## src/rtl/ex_operand_sel_if.sv

```systemverilog
// EX operand-resolver bus: forwarding sources, hit flags, stall controls
// and the resolved operands returned to the EX stage.
interface ex_operand_sel_if #(
  parameter int unsigned XLEN = 32
);
  logic [XLEN-1:0] rs1_data_ex;
  logic [XLEN-1:0] rs2_data_ex;
  logic [XLEN-1:0] rd_data_ma;
  logic [XLEN-1:0] rd_data_wb;
  logic            hit_rs1_idex_ex;
  logic            hit_rs1_idma_ex;
  logic            hit_rs1_idwb_ex;
  logic            nohit_rs1_ex;
  logic            hit_rs2_idex_ex;
  logic            hit_rs2_idma_ex;
  logic            hit_rs2_idwb_ex;
  logic            nohit_rs2_ex;
  logic            stall_ld_ex;
  logic            stall;
  logic            rst_pipe;
  logic [XLEN-1:0] rs1_val_ex;
  logic [XLEN-1:0] rs2_val_ex;
  logic            opr_held;

  modport master (
    output rs1_data_ex, rs2_data_ex, rd_data_ma, rd_data_wb,
           hit_rs1_idex_ex, hit_rs1_idma_ex, hit_rs1_idwb_ex, nohit_rs1_ex,
           hit_rs2_idex_ex, hit_rs2_idma_ex, hit_rs2_idwb_ex, nohit_rs2_ex,
           stall_ld_ex, stall, rst_pipe,
    input  rs1_val_ex, rs2_val_ex, opr_held
  );

  modport slave (
    input  rs1_data_ex, rs2_data_ex, rd_data_ma, rd_data_wb,
           hit_rs1_idex_ex, hit_rs1_idma_ex, hit_rs1_idwb_ex, nohit_rs1_ex,
           hit_rs2_idex_ex, hit_rs2_idma_ex, hit_rs2_idwb_ex, nohit_rs2_ex,
           stall_ld_ex, stall, rst_pipe,
    output rs1_val_ex, rs2_val_ex, opr_held
  );
endinterface

```

## src/rtl/ex_operand_sel.sv

```systemverilog
// EX-stage operand resolver: picks forwarded or register-file operands and
// freezes them in hold registers for the duration of a pipeline stall.
module ex_operand_sel #(
  parameter int unsigned XLEN = 32
) (
  input  logic              clk,
  input  logic              rst_n,
  ex_operand_sel_if.slave   bus
);

  typedef enum logic {
    ST_LIVE = 1'b0,
    ST_HELD = 1'b1
  } state_t;

  state_t          state_q;
  state_t          state_d;
  logic            capture_c;
  logic [XLEN-1:0] wb_dly_q;
  logic [XLEN-1:0] hold1_q;
  logic [XLEN-1:0] hold2_q;
  logic [XLEN-1:0] sel1_c;
  logic [XLEN-1:0] sel2_c;

  // Forwarding priority: youngest producer wins.
  function automatic logic [XLEN-1:0] pick(
    input logic            idex,
    input logic            idma,
    input logic            idwb,
    input logic [XLEN-1:0] ma,
    input logic [XLEN-1:0] wb,
    input logic [XLEN-1:0] dly,
    input logic [XLEN-1:0] rf
  );
    if (idex)      return ma;
    else if (idma) return wb;
    else if (idwb) return dly;
    else           return rf;
  endfunction

  always_comb begin
    sel1_c = '0;
    sel2_c = '0;
    if (!bus.stall_ld_ex) begin
      sel1_c = pick(bus.hit_rs1_idex_ex, bus.hit_rs1_idma_ex, bus.hit_rs1_idwb_ex,
                    bus.rd_data_ma, bus.rd_data_wb, wb_dly_q, bus.rs1_data_ex);
      sel2_c = pick(bus.hit_rs2_idex_ex, bus.hit_rs2_idma_ex, bus.hit_rs2_idwb_ex,
                    bus.rd_data_ma, bus.rd_data_wb, wb_dly_q, bus.rs2_data_ex);
    end
  end

  always_ff @(posedge clk or negedge rst_n) begin
    if (!rst_n) state_q <= ST_LIVE;
    else        state_q <= state_d;
  end

  // Hold sequencing; a flush always returns to live selection.
  always_comb begin
    state_d   = state_q;
    capture_c = 1'b0;
    if (bus.rst_pipe) begin
      state_d = ST_LIVE;
    end else begin
      case (state_q)
        ST_LIVE: begin
          if (bus.stall) begin
            state_d   = ST_HELD;
            capture_c = 1'b1;
          end
        end
        ST_HELD: begin
          if (!bus.stall) state_d = ST_LIVE;
        end
        default: state_d = ST_LIVE;
      endcase
    end
  end

  always_ff @(posedge clk or negedge rst_n) begin
    if (!rst_n) begin
      hold1_q <= '0;
      hold2_q <= '0;
    end else if (bus.rst_pipe) begin
      hold1_q <= '0;
      hold2_q <= '0;
    end else if (capture_c) begin
      hold1_q <= sel1_c;
      hold2_q <= sel2_c;
    end
  end

  // Retired-result delay line; frozen with the pipeline.
  always_ff @(posedge clk or negedge rst_n) begin
    if (!rst_n)            wb_dly_q <= '0;
    else if (bus.rst_pipe) wb_dly_q <= '0;
    else if (!bus.stall)   wb_dly_q <= bus.rd_data_wb;
  end

  assign bus.opr_held   = (state_q == ST_HELD);
  assign bus.rs1_val_ex = (state_q == ST_HELD) ? hold1_q : sel1_c;
  assign bus.rs2_val_ex = (state_q == ST_HELD) ? hold2_q : sel2_c;

  nohit1_consistent: assert property (@(posedge clk) disable iff (!rst_n)
    bus.nohit_rs1_ex == ~(bus.hit_rs1_idex_ex | bus.hit_rs1_idma_ex | bus.hit_rs1_idwb_ex));
  nohit2_consistent: assert property (@(posedge clk) disable iff (!rst_n)
    bus.nohit_rs2_ex == ~(bus.hit_rs2_idex_ex | bus.hit_rs2_idma_ex | bus.hit_rs2_idwb_ex));

endmodule

```

## src/flat_wrapper.sv

```systemverilog
// flat-port wrapper written by rule: the top's interface ports become plain ports
module ex_operand_sel_flat 
#(
  parameter int unsigned XLEN = 32
)
  (clk, rst_n, bus_rs1_data_ex, bus_rs2_data_ex, bus_rd_data_ma, bus_rd_data_wb, bus_hit_rs1_idex_ex, bus_hit_rs1_idma_ex, bus_hit_rs1_idwb_ex, bus_nohit_rs1_ex, bus_hit_rs2_idex_ex, bus_hit_rs2_idma_ex, bus_hit_rs2_idwb_ex, bus_nohit_rs2_ex, bus_stall_ld_ex, bus_stall, bus_rst_pipe, bus_rs1_val_ex, bus_rs2_val_ex, bus_opr_held);
  ex_operand_sel_if #(.XLEN(XLEN)) bus_i ();
  input  logic clk;
  input  logic rst_n;
  input wire logic [$bits(bus_i.rs1_data_ex)-1:0] bus_rs1_data_ex;
  input wire logic [$bits(bus_i.rs2_data_ex)-1:0] bus_rs2_data_ex;
  input wire logic [$bits(bus_i.rd_data_ma)-1:0] bus_rd_data_ma;
  input wire logic [$bits(bus_i.rd_data_wb)-1:0] bus_rd_data_wb;
  input wire logic [$bits(bus_i.hit_rs1_idex_ex)-1:0] bus_hit_rs1_idex_ex;
  input wire logic [$bits(bus_i.hit_rs1_idma_ex)-1:0] bus_hit_rs1_idma_ex;
  input wire logic [$bits(bus_i.hit_rs1_idwb_ex)-1:0] bus_hit_rs1_idwb_ex;
  input wire logic [$bits(bus_i.nohit_rs1_ex)-1:0] bus_nohit_rs1_ex;
  input wire logic [$bits(bus_i.hit_rs2_idex_ex)-1:0] bus_hit_rs2_idex_ex;
  input wire logic [$bits(bus_i.hit_rs2_idma_ex)-1:0] bus_hit_rs2_idma_ex;
  input wire logic [$bits(bus_i.hit_rs2_idwb_ex)-1:0] bus_hit_rs2_idwb_ex;
  input wire logic [$bits(bus_i.nohit_rs2_ex)-1:0] bus_nohit_rs2_ex;
  input wire logic [$bits(bus_i.stall_ld_ex)-1:0] bus_stall_ld_ex;
  input wire logic [$bits(bus_i.stall)-1:0] bus_stall;
  input wire logic [$bits(bus_i.rst_pipe)-1:0] bus_rst_pipe;
  output wire logic [$bits(bus_i.rs1_val_ex)-1:0] bus_rs1_val_ex;
  output wire logic [$bits(bus_i.rs2_val_ex)-1:0] bus_rs2_val_ex;
  output wire logic [$bits(bus_i.opr_held)-1:0] bus_opr_held;
  assign bus_i.rs1_data_ex = bus_rs1_data_ex;
  assign bus_i.rs2_data_ex = bus_rs2_data_ex;
  assign bus_i.rd_data_ma = bus_rd_data_ma;
  assign bus_i.rd_data_wb = bus_rd_data_wb;
  assign bus_i.hit_rs1_idex_ex = bus_hit_rs1_idex_ex;
  assign bus_i.hit_rs1_idma_ex = bus_hit_rs1_idma_ex;
  assign bus_i.hit_rs1_idwb_ex = bus_hit_rs1_idwb_ex;
  assign bus_i.nohit_rs1_ex = bus_nohit_rs1_ex;
  assign bus_i.hit_rs2_idex_ex = bus_hit_rs2_idex_ex;
  assign bus_i.hit_rs2_idma_ex = bus_hit_rs2_idma_ex;
  assign bus_i.hit_rs2_idwb_ex = bus_hit_rs2_idwb_ex;
  assign bus_i.nohit_rs2_ex = bus_nohit_rs2_ex;
  assign bus_i.stall_ld_ex = bus_stall_ld_ex;
  assign bus_i.stall = bus_stall;
  assign bus_i.rst_pipe = bus_rst_pipe;
  assign bus_rs1_val_ex = bus_i.rs1_val_ex;
  assign bus_rs2_val_ex = bus_i.rs2_val_ex;
  assign bus_opr_held = bus_i.opr_held;
  ex_operand_sel #(.XLEN(XLEN)) u_core (.clk(clk), .rst_n(rst_n), .bus(bus_i));
endmodule
```

## config.mk

```make
export PLATFORM = sky130hd
export DESIGN_NAME = ex_operand_sel_flat
export DESIGN_NICKNAME = d
export VERILOG_FILES = /design/src/rtl/ex_operand_sel_if.sv /design/src/rtl/ex_operand_sel.sv /design/src/flat_wrapper.sv
export SDC_FILE = /design/constraint.sdc
export NUM_CORES = 1
export LEC_CHECK = 0
export ABC_CLOCK_PERIOD_IN_PS = 2600
export CORE_MARGIN = 2
export CORE_UTILIZATION = 47
export CTS_CLUSTER_SIZE = 28
export DETAILED_ROUTE_END_ITERATION = 7
export PLACE_DENSITY = 0.91
export SYNTH_ARGS = -nofsm -noshare
export SYNTH_HDL_FRONTEND = slang
export SYNTH_SLANG_ARGS = --single-unit
```

## constraint.sdc

```tcl
create_clock -name clk -period 2.6 [get_ports clk]
set_input_delay 0.78 -clock clk [delete_from_list [all_inputs] [get_ports clk]]
set_output_delay 0.78 -clock clk [all_outputs]
set_load 0.005 [all_outputs]
```

==> results.toml, run 1 <==
[synthesis]
number_of_synthesized_flops_with_an_enable_pin = 0
ys_async_sr_fraction = 1.00
synth_warnings = 0
mappedNetlistArea_mm2 = 0.00643
netlist.area_leader.share = 0.377
ys_types = 28
seq_area_frac_synth = 0.377
synthDominantAreaCellType = "sky130_fd_sc_hd__dfrtp_1"
synth_top_flop_cell = "sky130_fd_sc_hd__dfrtp_1"
post_synth.cell_area_avg_um2 = 10.9
synth_area_leaders = "sky130_fd_sc_hd__dfrtp_1, sky130_fd_sc_hd__a22o_1, sky130_fd_sc_hd__mux2i_1"
synth.ff_latch_count = 97
syn-instance-count = 589
synthesized_nets = 730

[routing]
post-route-drc-count = 3
drt_first_iter_violations = 1683
dr_total_vias = 8614
detail_route.first_pass.iterations = 8
viasPerCell = 7.49
drtAntennaViolNets = 0
post_drt_wl_per_cell_um = 34.7
wirelength_routed_um = 39900

[grt]
antenna_found_initial = 3
global_route_wire_length_before_repair_um = 51300
global_route.usage.total = 0.474
first_global_vias = 8481
pin_count_of_the_biggest_net_entering_global_routing = 64
globalRoute.totalOverflow = 0

[critical_path]
worstPathArrival_ns = 2.51
rr_startpoint = "u_core.bus.opr_held$_DFF_PN0_"
cp_slowest_stage_delay_ns = 0.64
worst_path_max_delay_cell = "sky130_fd_sc_hd__a222oi_1"
worstPathMaxFanout = 7
cp.depth = 8
worst_setup_path_start_kind = "input pin"
reg2regPathDepth = 4
crit_chain = "buf_12 -> buf_4 -> buf_12 -> mux2i_1 -> a222oi_1 -> buf_4 -> a22o_1 -> buf_2"
combined_buffer_and_inverter_count_along_the_critical_path = 5
critPathRequiredTime_ns = 1.82
endpoint_kind = "primary output"
worst-setup-path-type = "in -> out"
timing.critical_path.from = "bus_hit_rs1_idwb_ex"
cpLargestDelayFamily = "buffers and inverters"
critical_path.reg2reg.endpoint = "u_core.hold1_q[26]$_DFFE_PN0P_"
setup.worst_path.end = "bus_rs1_val_ex[4]"
r2r_setup_slack_ns = 0

[clocking]
cts-hold-fix-buffers = 0
cts_tree = "built"
clkSinkCount = 97
cts_made_buffers = 9
clock_latency_ns = 0.38
clk_transition_reported_paths_ns = 0.08
clock_tree.htree_level_count = 3
cts_root_buf = "sky130_fd_sc_hd__clkbuf_16"
max_clock_buf_depth = 2

[placed_design]
dpl_cell_area_mm2 = 0.00884
dpl_worst_slack_ns = -1.45
port_buffers = 203
post-dp-hpwl_um = 15700
gp_congestion = 0.943

[timing]
timing_hold_violations_final = 0
time_the_final_worst_path_needs_with_i_o_delays_and_setup_ns = 3.29
timing.max_slew.rel_slack = 0.0357
timing.final.crit_share = 1.27
setup_ws_ns = -0.694
clock.fmax_ghz = 0.304
grt_setup_unrepaired = "true"
worst_slew_pin_slew_ns = 1.45
setup_skew_after_layout_ns = 0.0159
final_setup_violation_count = 65
slew_viol_final = 0

[run]
max_cap_violations = 0

[die]
initial_utilization = 0.484
fp.dieH_um = 121
die_width_um = 121
placeableCoreArea_mm2 = 0.0133
ios = 206
die-area_mm2 = 0.0146
rows = 42

[finish]
final_cell_mix = "sky130_fd_sc_hd__buf_4, sky130_fd_sc_hd__a22o_1, sky130_fd_sc_hd__dlygate4sd2_1"
final_util = 0.854
mostFrequentLayoutCell = "sky130_fd_sc_hd__buf_4"
drive_above_1_share = 0.448
area_delta_synth_final_pct = 76.5
final_standard_cell_area_without_fillers_mm2 = 0.0114
layout.nets = 1107

[hold_path]
hold_path.class = "in -> async"

[power_and_ir_drop]
power_total_mw = 5.04
p_leak_nw = 5.71
power_per_cell_area_mw_per_mm2 = 444
worst_ir_drop_vdd_mv = 0.465

[run_status]
failing_checks = "design-rule violations, negative setup slack"
outcome = "finished, violations left"
[per-layer routing]
| layer | GRT usage | wire, µm | vias to the layer above |
|---|---|---|---|
| li1 | - | - | 3054 |
| met1 | 0.538 | 12100 | 4028 |
| met2 | 0.733 | 16800 | 1072 |
| met3 | 0.169 | 6340 | 458 |
| met4 | 0.350 | 4570 | 2 |
| met5 | 0 | 52 | - |
[where the power goes]
| group | switching (mW) | internal [mW] | total (mW) |
|---|---|---|---|
| registers | 0.0771 | 1.58 | 1.66 |
| clock network | 0.734 | 0.757 | 1.49 |
| logic | 0.939 | 0.952 | 1.89 |
| total | 1.75 | 3.29 | 5.04 |
[Yosys cell counts (all sizes together) (3+ instances only)]
library cell and number:
inv 62, dfrtp 97, clkbuf 22, nor2b 3, nor3b 34, a22o 126, a221oi 33, a222oi 30
mux2i 96, buf 42, nor2 35
[flip-flops by register name (all words and copies together), names as in the netlist]
register,cells
u_core.bus.opr_held,1
u_core.wb_dly_q,32
u_core.hold1_q,32
u_core.hold2_q,32
[final cells by class]
| class | count | area, µm² |
|---|---|---|
| timing repair buffer | 430 | 4120 |
| sequential | 97 | 2430 |
| fill | 569 | 1940 |
| antenna | 3 | 7.51 |
| clock buffer | 9 | 225 |
| inverter | 62 | 233 |
| clock inverter | 7 | 80.1 |
| multi-input combinational | 366 | 4040 |
| tap | 176 | 220 |
[kinds of logic after synthesis]
kind of cell,after synthesis,synth area share
AO/OA/AOI/OAI,192,0.298
AND/OR/NAND/NOR,77,0.0722
flip-flops,97,0.377
multiplexers,96,0.149
buffers and inverters,127,0.103
[how the worst min path moves through the flow]
| stage | from | end | slack (ns) | depth (start not counted) |
|---|---|---|---|---|
| after floorplan | u_core.hold1_q[0]$_DFFE_PN0P_ | u_core.hold1_q[0]$_DFFE_PN0P_ | 0.47 | 1 |
| after global placement | u_core.hold1_q[6]$_DFFE_PN0P_ | u_core.hold1_q[6]$_DFFE_PN0P_ | 0.48 | 1 |
| after detailed placement | u_core.hold1_q[0]$_DFFE_PN0P_ | u_core.hold1_q[0]$_DFFE_PN0P_ | 0.48 | 1 |
| after CTS | rst_n | u_core.wb_dly_q[20]$_DFFE_PN0N_ | 0.40 | 1 |
| after global routing | rst_n | u_core.wb_dly_q[20]$_DFFE_PN0N_ | 0.40 | 1 |
| final | rst_n | u_core.wb_dly_q[20]$_DFFE_PN0N_ | 0.36 | 1 |
[through the flow]
| step | std cells | hold WS (ns) | TNS [ns] |
|---|---|---|---|
| after detailed placement | 971 | 0.482 | -79.86 |
| after global placement | 971 | 0.483 | -78.79 |
| final | 1150 | 0.364 | -17.45 |
| after floorplan | 589 | 0.467 | 0 |
| after global routing | 1150 | 0.401 | -19.12 |
| after CTS | 1105 | 0.399 | -5.14 |
[repair_timing]
action	4_1_cts	5_1_grt
cloned	20	1
gates resized for setup	596	32
buffers inserted	102	44
setup endpoints to repair	65	64
pin swaps	140	65
Note: power is estimated with default switching activity, not from simulation.
==> run 2, diff against run 1 <==
- SKIP_CTS_REPAIR_TIMING: default -> 1
==> results.toml, run 2 (same netlist as run 1, synthesis figures left out) <==
[finish]
final_cell_mix = "sky130_fd_sc_hd__a22o_1, sky130_fd_sc_hd__dlymetal6s2s_1, sky130_fd_sc_hd__buf_4"
layout.nets = 1058
largest_registers = "u_core.hold1_q: 32 flops, u_core.hold2_q: 32 flops, u_core.wb_dly_q: 32 flops"
area_delta_synth_final_pct = 73.6
mostFrequentLayoutCell = "sky130_fd_sc_hd__a22o_1"
layout.cells.non_filler = 1099
final_util = 0.840
drive_above_1_share = 0.418

[routing]
drtAntennaViolNets = 0
wirelength_routed_um = 33900
viasPerCell = 7.17
dr_total_vias = 7879
drt_first_iter_violations = 1521
post_drt_wl_per_cell_um = 30.8
detail_route.first_pass.iterations = 8
post-route-drc-count = 11

[critical_path]
endpoint_kind = "primary output"
worst_setup_path_start_kind = "input pin"
crit_chain = "buf_12 -> clkbuf_16 -> buf_6 -> mux2i_1 -> a222oi_1 -> buf_4 -> a22o_1 -> buf_2"
worstPathArrival_ns = 2.31
worst_path_max_delay_cell = "sky130_fd_sc_hd__a222oi_1"
critPathRequiredTime_ns = 1.82
rr_startpoint = "u_core.bus.opr_held$_DFF_PN0_"
combined_buffer_and_inverter_count_along_the_critical_path = 5
r2r_setup_slack_ns = 0.11
timing.critical_path.from = "bus_hit_rs1_idwb_ex"
worstPathMaxFanout = 6
worst-setup-path-type = "in -> out"
cp_slowest_stage_delay_ns = 0.51
cpLargestDelayFamily = "buffers and inverters"

[timing]
setup_skew_after_layout_ns = 0.0137
time_the_final_worst_path_needs_with_i_o_delays_and_setup_ns = 3.09
tns_ns = -11.87
grt_setup_unrepaired = "true"
timing.max_slew.rel_slack = 0.0700
timing_hold_violations_final = 0
setup_ws_ns = -0.489
timing.final.crit_share = 1.19
worst_slew_pin_slew_ns = 1.40
clock.fmax_ghz = 0.324
slew_viol_final = 0
final_setup_violation_count = 64

[placed_design]
dp_cell_count = 971
dpl_worst_slack_ns = -1.45
port_buffers = 203
gp_congestion = 0.943
post-dp-hpwl_um = 15700

[run]
max_cap_violations = 0

[clocking]
clock_latency_ns = 0.37
clk_transition_reported_paths_ns = 0.07
cts_tree = "built"
max_clock_buf_depth = 2
clkSinkCount = 97
cts_made_buffers = 9
cts_root_buf = "sky130_fd_sc_hd__clkbuf_16"
clock_tree.htree_level_count = 3

[run_status]
failing_checks = "design-rule violations, negative setup slack"
outcome = "finished, violations left"

[power_and_ir_drop]
power_per_cell_area_mw_per_mm2 = 426
power_total_mw = 4.76
worst_ir_drop_vdd_mv = 0.526
p_leak_nw = 6.27

[grt]
first_global_vias = 6608
global_route.usage.total = 0.318
pin_count_of_the_biggest_net_entering_global_routing = 64
antenna_found_initial = 1
global_route_wire_length_before_repair_um = 35900
globalRoute.totalOverflow = 0

[die]
initial_utilization = 0.484
rows = 42
fp.dieH_um = 121
placeableCoreArea_mm2 = 0.0133
die-area_mm2 = 0.0146
die_width_um = 121
ios = 206

[hold_path]
hold_path.class = "in -> async"
run 2: changes by cell type in the layout (fill, tap and decap cells not counted), sizes merged, moves of 2 or more:
cell / change
dlymetal6s2s: +117
clkbuf: +40
diode: -2
dlygate4sd2: -125
clkdlybuf4s50: +9
buf: -91
run 2: area by class of cell:
type | count | area [µm²]
fill | 545 | 2130
clock buffer | 9 | 225
multi-input combinational | 368 | 4000
inverter | 62 | 233
timing repair buffer | 379 | 3980
sequential | 97 | 2430
tap | 176 | 220
antenna | 1 | 2.50
clock inverter | 7 | 80.1
run 2: routing by layer:
| layer | wire [µm] | global-route usage |
|---|---|---|
| met1 | 11400 | 0.403 |
| met2 | 15200 | 0.513 |
| met3 | 4200 | 0.0691 |
| met4 | 3050 | 0.159 |
| met5 | 0 | 0 |
run 2: power by group:
part / internal, mW / switching (mW)
Sequential: 1.58 / 0.0687
Combinational: 0.857 / 0.818
Clock: 0.756 / 0.677
Total: 3.19 / 1.56
run 2: stage by stage:
| stage | hold WS [ns] | area [µm²] |
|---|---|---|
| after detailed placement | 0.482 | 8840 |
| after global placement | 0.483 | 8840 |
| final | 0.397 | 11200 |
| after floorplan | 0.467 | 6430 |
| after global routing | 0.419 | 11200 |
| after CTS | 0.399 | 9140 |
run 2: worst paths after layout:
kind	end	cells past startpoint
min reg2reg	u_core.hold1_q[0]$_DFFE_PN0P_	1
max reg2reg	u_core.hold1_q[29]$_DFFE_PN0P_	4
max	bus_rs1_val_ex[0]	8
min in group clk	u_core.hold1_q[0]$_DFFE_PN0P_	1
max in group asynchronous	u_core.hold1_q[24]$_DFFE_PN0P_	2
min	u_core.wb_dly_q[20]$_DFFE_PN0N_	1
==> run 3, diff against run 2 <==
- CAP_MARGIN: default -> 20
- CORE_UTILIZATION: 47 -> 65
- DONT_BUFFER_PORTS: default -> 1
==> results.toml, run 3 (same netlist as run 1, synthesis figures left out) <==
[finish]
insertedDiodeCount = 0
layout.filler_cells = 732
ff_latch_area_mm2 = 0.00243
mostFrequentLayoutCell = "sky130_fd_sc_hd__a22o_1"
final_cell_mix = "sky130_fd_sc_hd__a22o_1, sky130_fd_sc_hd__mux2i_1, sky130_fd_sc_hd__dfrtp_1"
drive_above_1_share = 0.123
multi_input_gate_area_mm2 = 0.00338
final_standard_cell_area_without_fillers_mm2 = 0.00653
layout.cells.non_filler = 685
largest_registers = "u_core.hold1_q: 32 flops, u_core.hold2_q: 32 flops, u_core.wb_dly_q: 32 flops"
final_util = 0.674
layout.nets = 688
area_delta_synth_final_pct = 1.48

[placed_design]
gp_congestion = 0.942
port_buffers = 0
dp_cell_count = 667
dpl_cell_area_mm2 = 0.00630
post-dp-hpwl_um = 11600

[grt]
globalRoute.totalOverflow = 0
first_global_vias = 5395
global_route_wire_length_before_repair_um = 27900
antenna_found_initial = 0
pin_count_of_the_biggest_net_entering_global_routing = 98
global_route.usage.total = 0.347

[timing]
clock.fmax_ghz = 0.388
timing_hold_violations_final = 0
timing.max_slew.rel_slack = 0.514
setup_skew_after_layout_ns = 0.00974
slew_viol_final = 0
final_setup_violation_count = 0
worst_slew_pin_slew_ns = 0.728
grt_setup_unrepaired = "false"
fin_worst_hold_slack_ns = 0.0682
time_the_final_worst_path_needs_with_i_o_delays_and_setup_ns = 2.58
timing.final.crit_share = 0.992

[routing]
drt_first_iter_violations = 474
dr_wl_met3_um = 2100
detail_route.first_pass.iterations = 8
dr_total_vias = 5259
wirelength_routed_um = 19200
post_drt_wl_per_cell_um = 28.1
viasPerCell = 7.68
highest-signal-layer = "met4"
wl_met1_um = 7130
met2WireLength_um = 9150
drtAntennaViolNets = 0
post-route-drc-count = 0

[critical_path]
worstPathArrival_ns = 1.80
reg2regPathDepth = 4
worstPathMaxFanout = 38
critical_path.reg2reg.endpoint = "u_core.hold1_q[11]$_DFFE_PN0P_"
rr_startpoint = "u_core.bus.opr_held$_DFF_PN0_"
r2r_setup_slack_ns = 0.59
worst_setup_path_start_kind = "input pin"
critPathRequiredTime_ns = 1.82
worst-setup-path-type = "in -> out"
endpoint_kind = "primary output"

[clocking]
cts_made_buffers = 9
clk_transition_reported_paths_ns = 0.10
clock_latency_ns = 0.39
cts_tree = "built"
cts_root_buf = "sky130_fd_sc_hd__clkbuf_8"
clkSinkCount = 97
clock_tree.htree_level_count = 3
max_clock_buf_depth = 2

[power_and_ir_drop]
power_total_mw = 3.31
power_per_cell_area_mw_per_mm2 = 507
worst_ir_drop_vdd_mv = 0.457
p_leak_nw = 3.16

[die]
fp.dieH_um = 103
placeableCoreArea_mm2 = 0.00968
ios = 206
die_width_um = 103
initial_utilization = 0.664
die-area_mm2 = 0.0107
rows = 36

[run_status]
outcome = "finished, final reports clean"

[run]
max_cap_violations = 0

[hold_path]
hold_path.class = "in -> async"
==> run 3: area by class of cell <==
type / count / share of cell area
clock buffer: 11 / 0.0232
multi-input combinational: 367 / 0.518
tap: 133 / 0.0255
timing repair buffer: 10 / 0.0173
clock inverter: 5 / 0.00824
sequential: 97 / 0.372
inverter: 62 / 0.0357
==> run 3: power by group <==
part | switching, mW | internal, mW
Clock | 0.560 | 0.494
Combinational | 0.321 | 0.296
Sequential | 0.0571 | 1.58
==> run 3: worst max-delay path: stages <==
cell and delay (ns):
sky130_fd_sc_hd__nor2_4 0.47, sky130_fd_sc_hd__a222oi_1 0.25, sky130_fd_sc_hd__a22o_1 0.28
==> run 3: metrics by stage <==
| step | TNS [ns] | setup slack, ns |
|---|---|---|
| floorplan | 0 | 0.142 |
| detailed placement | -6.23 | -0.243 |
| global placement | -5.11 | -0.214 |
| CTS | -6.30 | -0.248 |
| global route | 0 | 0.0159 |
| finish | 0 | 0.0207 |
==> run 3: per-layer routing <==
metal | global-route usage | vias up
li1 | - | 2188
met2 | 0.534 | 382
met5 | 0 | -
met1 | 0.421 | 2623
met4 | 0.206 | 0
met3 | 0.119 | 66
==> run 3: worst max path at each step <==
stage                   startpoint           endpoint  slack (ns)
6_report       bus_hit_rs1_idex_ex  bus_rs1_val_ex[5]        0.02
5_1_grt        bus_hit_rs1_idex_ex  bus_rs1_val_ex[5]        0.02
4_1_cts        bus_hit_rs1_idma_ex  bus_rs1_val_ex[5]       -0.25
3_5_place_dp   bus_hit_rs1_idma_ex  bus_rs1_val_ex[5]       -0.24
3_3_place_gp   bus_hit_rs1_idma_ex  bus_rs1_val_ex[5]       -0.21
2_1_floorplan  bus_hit_rs1_idwb_ex  bus_rs1_val_ex[0]        0.14
